<file path="config.mk">
export PLATFORM = sky130hd
export DESIGN_NAME = edge_pack16
export DESIGN_NICKNAME = d
export VERILOG_FILES = /design/src/rtl/edge_pack16.sv
export SDC_FILE = /design/constraint.sdc
export NUM_CORES = 1
export LEC_CHECK = 0
export CORE_AREA = 3 3 98 100
export CTS_BUF_LIST = sky130_fd_sc_hd__clkbuf_4 sky130_fd_sc_hd__clkbuf_8
export DETAILED_ROUTE_END_ITERATION = 6
export DIE_AREA = 0 0 101 103
export GPL_TIMING_DRIVEN = 0
export PLACE_DENSITY = 0.72
export RECOVER_POWER = 50
export SLEW_MARGIN = 20
export SYNTH_ARGS = -nofsm -noshare
export SYNTH_HDL_FRONTEND = slang
export SYNTH_SLANG_ARGS = --single-unit
</file>
<file path="constraint.sdc">
create_clock -name clk -period 4.7 [get_ports clk]
set_input_delay 0.705 -clock clk [delete_from_list [all_inputs] [get_ports clk]]
set_output_delay 0.705 -clock clk [all_outputs]
set_load 0.05 [all_outputs]
</file>
<file path="src/rtl/edge_pack16.sv">
// edge_pack16: packs a 1-bit edge stream into words and queues them in a show-ahead FIFO
module edge_pack16 #(
  parameter int DATA_W     = 16,
  parameter int FIFO_DEPTH = 4
) (
  input  logic              clk,
  input  logic              rst_n,
  input  logic              i_din,
  input  logic              i_din_vld,
  input  logic              i_din_sop,
  input  logic              i_din_eop,
  output logic [DATA_W-1:0] o_dout,
  output logic              o_dout_vld,
  output logic              o_dout_sop,
  output logic              o_dout_eop,
  input  logic              i_dout_rdy,
  output logic              o_frame_err,
  output logic              o_overflow,
  input  logic              i_ovf_clr
);
  localparam int CW = $clog2(DATA_W);
  localparam int AW = $clog2(FIFO_DEPTH);
  typedef enum logic {IDLE, PACK} state_t;
  state_t              r_state, w_nstate;
  logic [CW-1:0]       r_cnt, w_ncnt;
  logic [DATA_W-1:0]   r_shift, w_nshift, w_word;
  logic                r_sop_pend, w_nsop;
  logic                w_push, w_psop, w_peop, w_ferr;
  logic                r_frame_err, r_ovf;
  logic [DATA_W+1:0]   r_mem [FIFO_DEPTH];
  logic [AW:0]         r_wp, r_rp;
  logic                w_empty, w_full, w_pop, w_wr, w_drop;
  logic                w_sop_beat, w_pack_beat, w_last;
  assign w_sop_beat  = i_din_vld & i_din_sop;
  assign w_pack_beat = i_din_vld & !i_din_sop & (r_state == PACK);
  assign w_last      = r_cnt == CW'(DATA_W - 1);
  // state register
  always_ff @(posedge clk or negedge rst_n)
    if (!rst_n) r_state <= IDLE;
    else r_state <= w_nstate;
  // next state: a sop always (re)starts a frame, eop always ends it
  always_comb begin
    w_nstate = r_state;
    if (w_sop_beat) w_nstate = i_din_eop ? IDLE : PACK;
    else if (w_pack_beat & i_din_eop) w_nstate = IDLE;
  end
  // packing datapath outputs: word to push, next shift/count, framing error
  always_comb begin
    w_word   = r_shift | (DATA_W'(i_din) << r_cnt);
    w_psop   = r_sop_pend;
    w_peop   = i_din_eop;
    w_push   = 1'b0;
    w_ferr   = 1'b0;
    w_ncnt   = r_cnt;
    w_nshift = r_shift;
    w_nsop   = r_sop_pend;
    if (w_sop_beat) begin
      w_ferr = r_state == PACK;
      w_word = DATA_W'(i_din);
      w_psop = 1'b1;
      w_push = i_din_eop;
      w_ncnt = i_din_eop ? '0 : CW'(1);
      w_nshift = i_din_eop ? '0 : DATA_W'(i_din);
      w_nsop = !i_din_eop;
    end else if (w_pack_beat) begin
      w_push   = w_last | i_din_eop;
      w_ncnt   = i_din_eop ? '0 : r_cnt + CW'(1);
      w_nshift = w_push ? '0 : w_word;
      w_nsop   = w_push ? 1'b0 : r_sop_pend;
    end else if (i_din_vld & i_din_eop) begin
      w_ferr = 1'b1;
    end
  end
  // packing registers and framing-error pulse
  always_ff @(posedge clk or negedge rst_n)
    if (!rst_n) begin
      r_cnt       <= '0;
      r_shift     <= '0;
      r_sop_pend  <= 1'b0;
      r_frame_err <= 1'b0;
    end else begin
      r_cnt       <= w_ncnt;
      r_shift     <= w_nshift;
      r_sop_pend  <= w_nsop;
      r_frame_err <= w_ferr;
    end
  assign w_empty = r_wp == r_rp;
  assign w_full  = (r_wp[AW] != r_rp[AW]) && (r_wp[AW-1:0] == r_rp[AW-1:0]);
  assign w_pop   = !w_empty & i_dout_rdy;
  assign w_wr    = w_push & (!w_full | w_pop);
  assign w_drop  = w_push & w_full & !w_pop;
  // FIFO storage; contents need no reset since the head is masked when empty
  always_ff @(posedge clk)
    if (w_wr) r_mem[r_wp[AW-1:0]] <= {w_psop, w_peop, w_word};
  // FIFO pointers and sticky overflow (a new drop beats a clear)
  always_ff @(posedge clk or negedge rst_n)
    if (!rst_n) begin
      r_wp  <= '0;
      r_rp  <= '0;
      r_ovf <= 1'b0;
    end else begin
      r_wp  <= r_wp + (AW+1)'(w_wr);
      r_rp  <= r_rp + (AW+1)'(w_pop);
      r_ovf <= w_drop | (r_ovf & !i_ovf_clr);
    end
  assign {o_dout_sop, o_dout_eop, o_dout} = w_empty ? '0 : r_mem[r_rp[AW-1:0]];
  assign o_dout_vld  = !w_empty;
  assign o_frame_err = r_frame_err;
  assign o_overflow  = r_ovf;
endmodule

</file>
==> flow_metrics.env <==
export IMPL_status="finished, violations left"
export IMPL_violations="max-capacitance violations, max-slew violations"
export IMPL_antenna_found_initial=0
export IMPL_fin_skew_ns=0.008512
export IMPL_detail_route_first_pass_iterations=4
export IMPL_rr_worst_depth=7
export IMPL_yosys_area_top_type_share=0.4950
export IMPL_syn_nets=308
export IMPL_design_die_area_um2=10400
export IMPL_rsz0062_at_grt="false"
export IMPL_grt_ovfl_total=0
export IMPL_peakVddDrop_v=0.0002158
export IMPL_clock_sinks=102
export IMPL_wl_per_cell_um=17.57
export IMPL_layoutNonFillerInstCount=457
export IMPL_path_class="input port to flip-flop"
export IMPL_yosys_warnings=0
export IMPL_placed_area_um2=4866
export IMPL_antenna_left=0
export IMPL_crit_fanout=10
export IMPL_yosysTopAreaCell="edfxtp_1"
export IMPL_critical_path_cell_chain="dlygate4sd3_1, clkbuf_1, o21a_1, o21ai_0, nor4b_2, buf_2, buf_4, buf_4"
export IMPL_synth_cell_types=43
export IMPL_grt_pass1_vias=2534
export IMPL_power_density_nw_per_um2=598.2
export IMPL_drive_above_1_share=0.1633
export IMPL_drc=0
export IMPL_dp_cells=441
export IMPL_htreeDepth=3
export IMPL_postSynthAreaPerCell_um2=14.81
export IMPL_finalCritPeriodShare=0.7727
export IMPL_fin_area_um2=5057
export IMPL_die_x_um=101
export IMPL_hold_path_class="flip-flop to flip-flop"
export IMPL_path_clk_slew_ns=0.10
export IMPL_yosysSeqAreaShare=0.6669
export IMPL_crit_path_top_delay_cell="nor4b_2"
export IMPL_grt_max_degree=31
export IMPL_fin_crit_ns=3.632
export IMPL_max_stage_delay_ns=0.80
export IMPL_fp_row_count=34
export IMPL_cts_tree="yes"
export IMPL_core_um2=8763
export IMPL_cp_common_cell="buf_4"
export IMPL_clock_path_buffers=2
export IMPL_synthFlopType="edfxtp_1"
export IMPL_routabilityCongestion=0.8133
export IMPL_grt_first_pass_wirelength_mm=13.41
export IMPL_syn_area_um2=4368
export IMPL_slew_headroom=-0.1567
export IMPL_cp_arrival_ns=3.72
export IMPL_root_buffer="clkbuf_8"
export IMPL_post_cts_resize_count=0
export IMPL_cts_hold_buffers=0
export IMPL_drt_iter0_drc=127
export IMPL_numCtsBuffers=9
export IMPL_syn_inst=295
export IMPL_synth_area_top_cells="edfxtp_1 (49%), dfrtp_1 (17%), mux4_2 (6.7%)"
export IMPL_hold_viol=0
export IMPL_grtUsageTotal=0.1722
export IMPL_finalMaxSlewViolations=31
export IMPL_tightest_slew_ns=1.735
export IMPL_worstSkewPairLatency_ns=0.37
export IMPL_nNetsFinal=357
export IMPL_finalSetupViolations=0
export IMPL_diodes=0
export IMPL_max_freq_mhz=275.4
export IMPL_io_pins=29
export IMPL_cp_start_kind="input port"
export IMPL_leakage_nw=1.912
export IMPL_crit_required_ns=4.79
export IMPL_area_growth_pct=15.78
export IMPL_post_cts_buffers=0
export IMPL_portBuffers=27
export IMPL_vias=2537
export IMPL_postSynth_asyncResetShare=0.2941
export IMPL_synth_seq_cells=102
export IMPL_finalSetupTns_ns=0
export IMPL_critPathCaptureType="flip-flop"
export IMPL_initial_core_util=0.4984
export IMPL_layout_common_cells="edfxtp_1 (72), nor2_1 (32), dfrtp_1 (30)"
export IMPL_mostFrequentLayoutCell="edfxtp_1"
export IMPL_routed_wirelength_mm=8.031
export IMPL_place_hpwl_mm=5.624
export IMPL_die_h_um=103
export IMPL_avgViaCountPerCell=5.551
export IMPL_max_cap_violations=1
export IMPL_whs_path_depth=1
export IMPL_synth_edf_count=72
==> path summary, 6_finish.rpt <==
check                                     startpoint                 endpoint  slack (ns)
worst max register to register  r_cnt[0]$_DFFE_PN0P_    r_mem[2][2]$_DFFE_PP_        1.66
worst min register to register     r_wp[2]$_DFF_PN0_        r_wp[2]$_DFF_PN0_        0.50
worst min-delay path               r_wp[2]$_DFF_PN0_        r_wp[2]$_DFF_PN0_        0.50
min in group asynchronous                      rst_n        r_wp[2]$_DFF_PN0_        0.78
max in group asynchronous                      rst_n  r_shift[15]$_DFFE_PN0P_        2.92
worst max-delay path                       i_din_sop    r_mem[2][2]$_DFFE_PP_        1.07
==> metal layers <==
layer | part of all wire | GRT usage | vias to the layer above
met1 | 0.44 | 0.2322 | 1274
li1 | - | - | 1205
met4 | 0.011 | 0.05112 | 0
met3 | 0.037 | 0.04263 | 7
met2 | 0.51 | 0.2805 | 51
met5 | 0 | 0 | -
==> state kept, by name, summed over array words and instances, names as in the netlist <==
register	flops
r_rp	3
o_frame_err	1
r_sop_pend	1
r_cnt	4
r_mem	72
r_shift	16
o_overflow	1
r_wp	3
r_state	1
==> worst max-delay path: cells and delay by family <==
kind	cells	cell delay, ns
and+or+nand+nor	1	0.80
AOI/OAI and AO/OA	2	0.64
buffers and inverters	5	1.57
==> final cells by class <==
class,count,area [µm²]
sequential,102,2913
tap,108,135.1
multi-input combinational,162,1321
clock buffer,9,123.9
fill,711,3706
timing repair buffer,38,337.8
clock inverter,7,80.08
buffer,22,112.6
inverter,9,33.78
==> synthesized netlist by cell type, types with 3 or more instances <==
library cell / instances
nand2_1: 8
dfrtp_1: 30
a21oi_1: 22
a31oi_1: 12
buf_6: 3
edfxtp_1: 72
ha_1: 5
o21ai_0: 4
xor2_1: 3
clkbuf_1: 7
mux4_2: 13
nor2b_1: 21
buf_2: 11
mux4_1: 5
nand3_1: 5
nor2_1: 32
inv_1: 9
==> stage by stage <==
step	worst slack [ns]	hold WS, ns	utilization	power [mW]
global placement	-1.284	0.4747	0.5447	2.470
global route	0.9483	0.5318	0.5771	3.179
floorplan	1.081	0.4094	-	2.087
finish	1.068	0.4971	0.5771	3.025
detailed placement	1.012	0.4839	0.5553	2.506
CTS	1.327	0.3947	0.5785	3.059
==> cells by family after synthesis <==
| kind of cell | Yosys count | share of synthesized area |
|---|---|---|
| multiplexers | 20 | 0.1017 |
| flip-flops | 102 | 0.6669 |
| buffers and inverters | 31 | 0.03523 |
| adder cells (fa/ha/maj) | 5 | 0.01432 |
| AND/OR/NAND/NOR | 84 | 0.1054 |
| AO/OA/AOI/OAI | 48 | 0.06474 |
| XOR/XNOR | 5 | 0.01175 |
==> report_power, final <==
part	total, mW	internal [mW]	switching, mW	leakage [nW]
Clock	0.565	0.254	0.311	0.104
Combinational	1.36	0.517	0.846	0.726
Sequential	1.10	1.05	0.0504	1.08
Total	3.03	1.82	1.21	1.91
Note: power is estimated with default switching activity, not from simulation.
